## src/rtl/axis_pkg.sv

```systemverilog
// ---------------------------------------------------------------------------
// axis_pkg
// Shared definitions for the AXI-Stream arbitration blocks.
//   IDLE / BUSY : arbiter FSM state encodings
//   CNT_W       : width of the optional per-source packet counters
//   clog2       : constant-evaluable ceiling log2, used to size grant indices
// ---------------------------------------------------------------------------
package axis_pkg;

  localparam logic [0:0] IDLE = 1'b0;
  localparam logic [0:0] BUSY = 1'b1;

  localparam int CNT_W = 32;

  // Smallest r such that 2**r >= value (returns 0 for value <= 1).
  function automatic int clog2(input int value);
    int r;
    r = 0;
    for (int i = 0; i < 31; i++) begin
      if ((32'sd1 <<< i) < value) begin
        r = i + 1;
      end else begin
        r = r;
      end
    end
    return r;
  endfunction

endpackage

```

## src/rtl/rr_pick.sv

```systemverilog
// ---------------------------------------------------------------------------
// rr_pick
// Combinational round-robin selector. Searches req starting one position
// after last_ptr and wrapping modulo NUM_SRC; reports the first hit.
// Ports:
//   req      in   NUM_SRC  request vector
//   last_ptr in   IDW      index that won most recently (lowest priority now)
//   any      out  1        at least one request is set
//   idx      out  IDW      winning index (0 when any=0)
// ---------------------------------------------------------------------------
module rr_pick
  import axis_pkg::*;
#(
  parameter int NUM_SRC = 4,
  parameter int IDW     = clog2(NUM_SRC)
) (
  input  logic [NUM_SRC-1:0] req,
  input  logic [IDW-1:0]     last_ptr,
  output logic               any,
  output logic [IDW-1:0]     idx
);

  logic [IDW-1:0] cand;

  // Walk offsets from farthest to nearest so the nearest requester after
  // last_ptr is the value left standing when the loop finishes.
  always_comb begin
    any  = 1'b0;
    idx  = {IDW{1'b0}};
    cand = {IDW{1'b0}};
    for (int k = NUM_SRC; k >= 1; k--) begin
      cand = IDW'((int'(last_ptr) + k) % NUM_SRC);
      if (req[cand]) begin
        any = 1'b1;
        idx = cand;
      end else begin
        idx = idx;
      end
    end
  end

endmodule

```

## src/rtl/axis_rr_arbiter.sv

```systemverilog
// ---------------------------------------------------------------------------
// axis_rr_arbiter
// Packet-aware round-robin arbiter merging NUM_SRC AXI-Stream masters onto
// one AXI-Stream output. A grant is held from the first beat through the
// tlast beat, so packets never interleave. One idle (arbitration) cycle is
// spent between packets; while BUSY the granted source is passed through
// combinationally with zero latency.
//
// Optional feature macro: AXIS_ARB_STATS_EN adds per-source 32-bit packet
// counters on port pkt_cnt (counter i at bits [i*32 +: 32]).
//
// Ports:
//   clk            in   1                  clock, posedge
//   rst            in   1                  synchronous reset, active-high
//   s_axis_tdata   in   NUM_SRC*DATAWIDTH  source i at [i*DATAWIDTH +: DATAWIDTH]
//   s_axis_tvalid  in   NUM_SRC            per-source valid
//   s_axis_tlast   in   NUM_SRC            per-source end of packet
//   s_axis_tready  out  NUM_SRC            per-source ready, one-hot or zero
//   m_axis_tdata   out  DATAWIDTH          merged data
//   m_axis_tvalid  out  1                  merged valid
//   m_axis_tlast   out  1                  merged last
//   m_axis_tid     out  IDW                index of granted source
//   m_axis_tready  in   1                  downstream ready
//   pkt_cnt        out  NUM_SRC*32         (AXIS_ARB_STATS_EN only)
// ---------------------------------------------------------------------------
module axis_rr_arbiter
  import axis_pkg::*;
#(
  parameter int DATAWIDTH = 64,
  parameter int NUM_SRC   = 4,
  parameter int IDW       = clog2(NUM_SRC)
) (
  input  logic                           clk,
  input  logic                           rst,
  input  logic [NUM_SRC*DATAWIDTH-1:0]   s_axis_tdata,
  input  logic [NUM_SRC-1:0]             s_axis_tvalid,
  input  logic [NUM_SRC-1:0]             s_axis_tlast,
  output logic [NUM_SRC-1:0]             s_axis_tready,
  output logic [DATAWIDTH-1:0]           m_axis_tdata,
  output logic                           m_axis_tvalid,
  output logic                           m_axis_tlast,
  output logic [IDW-1:0]                 m_axis_tid,
  input  logic                           m_axis_tready
`ifdef AXIS_ARB_STATS_EN
  ,
  output logic [NUM_SRC*CNT_W-1:0]       pkt_cnt
`endif
);

  logic [0:0]           state;
  logic [IDW-1:0]       grant;
  logic [IDW-1:0]       last_ptr;
  logic                 pick_any;
  logic [IDW-1:0]       pick_idx;
  logic                 last_beat;
  logic [DATAWIDTH-1:0] src_data [NUM_SRC];

  // Unpacked view of the flat data bus so the output mux indexes by grant.
  for (genvar g = 0; g < NUM_SRC; g++) begin : g_unpack
    assign src_data[g] = s_axis_tdata[g*DATAWIDTH +: DATAWIDTH];
  end

  rr_pick #(
    .NUM_SRC (NUM_SRC),
    .IDW     (IDW)
  ) u_pick (
    .req      (s_axis_tvalid),
    .last_ptr (last_ptr),
    .any      (pick_any),
    .idx      (pick_idx)
  );

  // Final handshake of the granted packet; ends the grant.
  assign last_beat = (state == BUSY) & s_axis_tvalid[grant] & m_axis_tready
                     & s_axis_tlast[grant];

  // Arbitration FSM: pick in IDLE, hold the grant in BUSY until tlast.
  always_ff @(posedge clk) begin
    if (rst) begin
      state    <= IDLE;
      grant    <= {IDW{1'b0}};
      last_ptr <= IDW'(NUM_SRC - 1);
    end else begin
      case (state)
        IDLE: begin
          if (pick_any) begin
            grant <= pick_idx;
            state <= BUSY;
          end
        end
        BUSY: begin
          if (last_beat) begin
            last_ptr <= grant;
            state    <= IDLE;
          end
        end
        default: begin
          state <= IDLE;
        end
      endcase
    end
  end

  // Output pass-through; tvalid depends only on state and source valid,
  // never on m_axis_tready.
  always_comb begin
    m_axis_tdata = src_data[grant];
    m_axis_tlast = s_axis_tlast[grant];
    m_axis_tid   = grant;
    if (state == BUSY) begin
      m_axis_tvalid = s_axis_tvalid[grant];
      s_axis_tready = {{(NUM_SRC-1){1'b0}}, m_axis_tready} << grant;
    end else begin
      m_axis_tvalid = 1'b0;
      s_axis_tready = {NUM_SRC{1'b0}};
    end
  end

`ifdef AXIS_ARB_STATS_EN
  logic [CNT_W-1:0] cnt [NUM_SRC];

  // Per-source completed-packet counters; wrap naturally at 2^32.
  always_ff @(posedge clk) begin
    if (rst) begin
      for (int i = 0; i < NUM_SRC; i++) begin
        cnt[i] <= {CNT_W{1'b0}};
      end
    end else begin
      for (int i = 0; i < NUM_SRC; i++) begin
        if (last_beat && (grant == IDW'(i))) begin
          cnt[i] <= cnt[i] + {{(CNT_W-1){1'b0}}, 1'b1};
        end
      end
    end
  end

  for (genvar g = 0; g < NUM_SRC; g++) begin : g_cnt_pack
    assign pkt_cnt[g*CNT_W +: CNT_W] = cnt[g];
  end
`endif

endmodule

```

## config.mk

```make
export PLATFORM = sky130hd
export DESIGN_NAME = axis_rr_arbiter
export DESIGN_NICKNAME = d
export VERILOG_FILES = /design/src/rtl/axis_pkg.sv /design/src/rtl/rr_pick.sv /design/src/rtl/axis_rr_arbiter.sv
export SDC_FILE = /design/constraint.sdc
export NUM_CORES = 1
export LEC_CHECK = 0
export CORE_AREA = 4 4 129 131
export DETAILED_ROUTE_END_ITERATION = 8
export DIE_AREA = 0 0 133 135
export HOLD_SLACK_MARGIN = 0.08
export PLACE_DENSITY_LB_ADDON = 0.25
export SLEW_MARGIN = 10
export SYNTH_ARGS = -nofsm -noshare
export SYNTH_HDL_FRONTEND = slang
export SYNTH_SLANG_ARGS = --single-unit
export TNS_END_PERCENT = 20
```

## constraint.sdc

```tcl
create_clock -name clk -period 2 [get_ports clk]
set_clock_uncertainty 0.1 [all_clocks]
set_input_delay 0.4 -clock clk [delete_from_list [all_inputs] [get_ports clk]]
set_output_delay 0.4 -clock clk [all_outputs]
set_load 0.02 [all_outputs]
```

After elaboration in Yosys (flattened, before gate mapping)
Index checks and enable logic that the tools add are counted.
Operators by class
  multiplexer cells: 28
  $lt $le $gt $ge: 6
  shifts and indexed selects: 1
  reductions and logical operators: 2
  add/subtract/negate cells: 4
  bitwise gates (word level): 5
Operators with widths (count)
  binary-select mux 64 bit (select 2 bit): 1
  2-to-1 mux 64 bit: 2
  < comparator 2 x 3 -> 1 bit (second input constant): 5
  2-to-1 mux 1 bit: 13
  binary-select mux 1 bit (select 2 bit): 6
  2-to-1 mux 2 bit: 4
  adder 2 x 1 -> 2 bit (second input constant): 2
  adder 2 bit (second input constant): 2
  2-to-1 mux 4 bit: 1
  AND reduction 2 bit: 2
  left shift 1 x 2 -> 4 bit: 1
  AND 1 bit: 3
  >= comparator 3 bit (second input constant): 1
  inverter 2 -> 3 bit: 1
  one-hot mux 1 bit (2 select lines): 1
  inverter 1 bit: 1
Word-level totals
  bits of input ports: 267
  word-level logic and storage cells: 49
  flip-flop bits (word level): 5

Depth between registers and ports, before layout
  word-level depth: 9
  gate-level depth with buffers: 5
  gate-level depth less buffers: 4

By module
A second synthesis with hierarchy kept.
Unflattened totals
  cell total of the unflattened synthesis: 126
  area total of the unflattened synthesis: 1934.4 µm²
Modules (own cells, without submodules)
  axis_rr_arbiter: instances 1, sequential area each 100.1 µm², area an instance 1843.0 µm², cells an instance 112
  rr_pick: instances 1, sequential area each 0.0 µm², area an instance 91.3 µm², cells an instance 14

Worst setup path before layout
OpenSTA, ideal clock, no wires.
  kind: register to output
  from: register grant[0] (netlist: m_axis_tid[0])
  to: output m_axis_tdata[37]
  path buffers: 3
  setup slack: -0.117 ns
  stages on the path, launching flop included: 5
  arrival: 1.617 ns
  cell sequence: dfxtp_1 -> buf_6 -> buf_4 -> buf_4 -> mux4_2
Between the ends
  longest elaborated chain between the ends: 4
Ends and longest elaborated chain
  from (decl): RTL line axis_rr_arbiter.sv:51  | logic [IDW-1:0] grant;
  from (signal assigned): RTL line axis_rr_arbiter.sv:81  | grant <= {IDW{1'b0}};
  from (signal assigned): RTL line axis_rr_arbiter.sv:87  | grant <= pick_idx;
  inverter 2 -> 3 bit (not written as such): RTL line axis_rr_arbiter.sv:107  | m_axis_tdata = src_data[grant];
  binary-select mux 64 bit (select 2 bit): RTL line axis_rr_arbiter.sv:107
  2-to-1 mux 64 bit (not written as such) (2 in series): RTL line axis_rr_arbiter.sv:107
  to (decl): RTL line axis_rr_arbiter.sv:39  | output logic [DATAWIDTH-1:0] m_axis_tdata,
Every way passes these cells. The select of a mux whose other input is x is not followed.

Final worst setup path
  from: register grant[0] (netlist: m_axis_tid[0])
  to: output m_axis_tvalid
Between the ends
  longest elaborated chain between the ends: 3
Ends and longest elaborated chain
  binary-select mux 1 bit (select 2 bit): RTL line axis_rr_arbiter.sv:111  | m_axis_tvalid = s_axis_tvalid[grant];
  2-to-1 mux 1 bit (not written as such): RTL line axis_rr_arbiter.sv:111
  2-to-1 mux 1 bit: RTL line axis_rr_arbiter.sv:110  | if (state == BUSY) begin
  to (decl): RTL line axis_rr_arbiter.sv:40  | output logic m_axis_tvalid,
Every way passes these cells. The select of a mux whose other input is x is not followed.

==> results <==
- After synthesis the netlist holds a flip-flop and latch count of 5.
- The number of endpoints failing setup at the final stage is 61.
- For this run, design rule violations remaining after detail routing come to 0.
- The final worst setup slack is -145 ps.
- The data required time at the worst endpoint is 1500 ps.
- With fillers left out, the area of the finished cells amounts to 5730 µm².
- Port buffering added 338 buffers.
- The max-capacitance violation count is 0.
- The initial DRC count is 80.
- Detailed placement ended at an HPWL of 11300 µm.
- The sequential element share of the synthesized area is 5.31%.
- The run finished, with violations left.
- The fraction of final layout cells with drive strength greater than 1 is 35.1%.
- After synthesis the cells add up to 1890 µm².
- The floorplan has 46 rows.
- The number of clock buffers inserted by TritonCTS is 3.
- The switching component of the power is 0.873 mW.
- Internal power comes to 1.61 mW.
- The initial utilization of the core area, before any placement, comes to 12.1%.
- The TritonCTS clock tree is yes.
- The switching power share of the total is 35.1%.
- Averaged over all synthesized cells, the footprint is 15.1 µm².
- The number of antenna violations at the first check in global routing is 0.
- The clock passes through at most 2 buffers.
- Synthesis produced a netlist whose cell count is 125.
- The total count of max-transition violations in the final report is 0.
- The number of hold-slack violations in the final timing report is 0.
- The maximum number of pins on one net before global-route repair is 36.
- The number of antenna diodes is 0.
- The startpoint of the most critical hold path is state.
- After detailed routing, the met2 layer carries 7020 µm of wire.
- For this design the top-level I/O count stands at 339.
- Compared with the post-synthesis result, the final layout area differs by 204%.
- Adding up every negative setup slack in the final design gives -4710 ps.
- Static timing analysis puts the maximum clock frequency at 0.466 GHz.
- The number of global-route vias before repair is 3292.
- The first-pass GRT wire length is 19100 µm.
- The number of nets in the layout is 750.
- The post-CTS clock slew at the launch and capture registers of the worst setup and hold paths is 30 ps.
- The first detailed-routing pass took 4 iterations.
- The clock insertion delay at the later pin of the skew report is 230 ps.
- The number of distinct library cells after synthesis is 25.
- The maximum ir drop on the vdd rail is 0.305 mV.
- The global-route congestion overflow total is 0.
- The floorplan die height is 135 µm.
- The critical path in this run is classified as register to output port.
- The combined global-route utilization of all metal layers is 13.6%.
- The placement-stage cell area is 5700 µm².
- Sequential cells burn 5.3% of the power.
- The die outline area is 18000 µm².
- The horizontal extent of the die is 133 µm.
- The number of nets with antenna violations after detailed routing is 0.
- Summing over every cut layer, the via total after detailed routing is 2892.
- Dividing total power by cell area gives a power density of 434 nW/µm².
- The root cell of the clock tree is sky130_fd_sc_hd__clkbuf_16.
- Of all nets on the critical path, the largest fanout is 4.
- The highest layer used for signal routing is met4.
- The congestion estimate from routability-driven global placement came to 0.780.
- The checks that failed: setup timing.
- STA classifies the critical path startpoint as a register.
- The synthesis warning total is 0.
- The beginning of the worst register-to-register path is m_axis_tid[0].
- The combinational cell fraction of total power is 81.5%.
- The final wirelength is 13100 µm.
- The shortest clock period the worst path allows after layout is 2140 ps.
- The post-synthesis net count is 392.
- The total met3 wirelength after detailed routing is 1160 µm.
- The average detailed-routed wire length per instance is 18.8 µm.
- The clock network is responsible for 13.2% of the overall power.
- The endpoint arrival time on the critical path is 1640 ps.
- The beginning of the critical path is m_axis_tid[0].
- Measured on the finished design, the core utilization comes to 36.7%.
- The via count normalized by instance count is 4.14.
- Setup repair after global routing could not meet its margin everywhere.
- The type of the most critical hold path is register to register.
- The sink count of the clock tree is 5.
- STA classifies the critical path endpoint as an output port.
- The worst path uses 107% of the clock period.
- The routed metal-1 wirelength is 4740 µm.
- The leakage power of the design is 2.12 nW.
- The area of the core region is 15600 µm².
- The pin slew with the least headroom to its limit is 233 ps.
- The relative max-transition margin is 84.4%.
- The number of H-tree levels is 1.
kinds of logic after synthesis:
| kind of cell | count (synthesis) | synth area share, % |
|---|---|---|
| compound gates | 14 | 4.91 |
| flops | 5 | 5.31 |
| buf+inv | 19 | 5.24 |
| mux | 70 | 80.2 |
| simple gates | 17 | 4.31 |
Yosys cell counts:
cell | n | area (µm²)
sky130_fd_sc_hd__mux4_2 | 65 | 1460
sky130_fd_sc_hd__nor2_1 | 9 | 33.8
sky130_fd_sc_hd__buf_2 | 7 | 35.0
sky130_fd_sc_hd__clkbuf_1 | 5 | 18.8
sky130_fd_sc_hd__dfxtp_1 | 5 | 100
sky130_fd_sc_hd__mux2i_1 | 5 | 50.1
sky130_fd_sc_hd__a21oi_1 | 3 | 15.0
sky130_fd_sc_hd__buf_4 | 3 | 22.5
sky130_fd_sc_hd__inv_1 | 3 | 11.3
sky130_fd_sc_hd__o22ai_1 | 3 | 18.8
sky130_fd_sc_hd__nand2_1 | 2 | 7.51
sky130_fd_sc_hd__o21ai_0 | 2 | 10.0
sky130_fd_sc_hd__a211o_1 | 1 | 8.76
sky130_fd_sc_hd__a21o_1 | 1 | 7.51
sky130_fd_sc_hd__a22oi_1 | 1 | 7.51
sky130_fd_sc_hd__a311oi_1 | 1 | 8.76
sky130_fd_sc_hd__and2_1 | 1 | 6.26
sky130_fd_sc_hd__and2_4 | 1 | 8.76
sky130_fd_sc_hd__buf_6 | 1 | 11.3
sky130_fd_sc_hd__nand2b_1 | 1 | 6.26
sky130_fd_sc_hd__nand3_1 | 1 | 5.00
sky130_fd_sc_hd__nand3b_1 | 1 | 7.51
sky130_fd_sc_hd__nor2b_1 | 1 | 6.26
sky130_fd_sc_hd__o21a_1 | 1 | 7.51
sky130_fd_sc_hd__o31a_1 | 1 | 8.76
cell type report:
type                    count  area (µm²)
clock buffers               4        78.8
repair buffers            369        3570
well taps                 216         270
fillers                  1587        9870
multi-input cells         101        1700
flip-flops and latches      5         108
inverters                   3        11.3
per-stage QoR:
step           std cells  hold slack, ps  setup slack (ps)  power, mW
2_1_floorplan        125             372             -77.4       1.05
3_3_place_gp         686             456              -515       2.19
3_5_place_dp         686             455              -516       2.20
4_1_cts              698             459              -232       2.50
5_1_grt              698             516              -207       2.64
6_report             698             465              -145       2.49
worst paths after layout:
check,slack (ps),endpoint,cells past startpoint
worst max-delay path,-140,m_axis_tvalid,5
worst min-delay path,470,state,2
worst max register to register,130,last_ptr[0],6
worst min register to register,470,state,2
power by group through the flow:
stage / clock network, mW / logic (mW) / registers, mW
final: 0.329 / 2.03 / 0.132
after global routing: 0.354 / 2.16 / 0.135
after CTS: 0.337 / 2.03 / 0.131
after detailed placement: 0 / 2.05 / 0.150
after global placement: 0 / 2.04 / 0.150
after floorplan: 0 / 0.920 / 0.128
placed cells by master (no fill, tap or decap), types with 2 or more instances in the layout:
master and instances:
sky130_fd_sc_hd__mux2i_1 3, sky130_fd_sc_hd__mux2i_2 2, sky130_fd_sc_hd__inv_1 3, sky130_fd_sc_hd__a21oi_1 3, sky130_fd_sc_hd__buf_6 21, sky130_fd_sc_hd__dfxtp_1 3
sky130_fd_sc_hd__buf_12 5, sky130_fd_sc_hd__o21ai_0 2, sky130_fd_sc_hd__nand2_1 2, sky130_fd_sc_hd__o22ai_1 3, sky130_fd_sc_hd__buf_2 41, sky130_fd_sc_hd__clkbuf_2 3
sky130_fd_sc_hd__clkdlybuf4s15_2 2, sky130_fd_sc_hd__buf_4 20, sky130_fd_sc_hd__clkdlybuf4s50_1 267, sky130_fd_sc_hd__clkbuf_16 4, sky130_fd_sc_hd__mux4_2 65, sky130_fd_sc_hd__buf_16 3
sky130_fd_sc_hd__nor2_1 9, sky130_fd_sc_hd__dlygate4sd2_1 4, sky130_fd_sc_hd__dfxtp_4 2
per-layer routing:
metal  global-route usage (%)  up-vias
li1                         -     1298
met4                     2.48        0
met2                     25.6      180
met3                     4.02       10
met5                        0        -
met1                     15.2     1404
worst max-delay path: stages, from the launching register on:
cell and delay, ps:
sky130_fd_sc_hd__dfxtp_4 360, sky130_fd_sc_hd__buf_4 130, sky130_fd_sc_hd__buf_4 110, sky130_fd_sc_hd__mux4_2 490
sky130_fd_sc_hd__and2_1 180, sky130_fd_sc_hd__buf_4 150
what timing repair did:
item | in CTS | in global routing
buffers inserted | 7 | 0
resized for setup | 282 | 32
pin swaps | 0 | 0
endpoints found under the setup margin | 71 | 70
gates cloned | 2 | 1
hold buffers | 0 | 0
registers in the layout, summed over array words and instances, names as in the netlist:
name,cells
last_ptr,2
m_axis_tid,2
state,1
No activity file was read; power rests on OpenSTA's default activity.
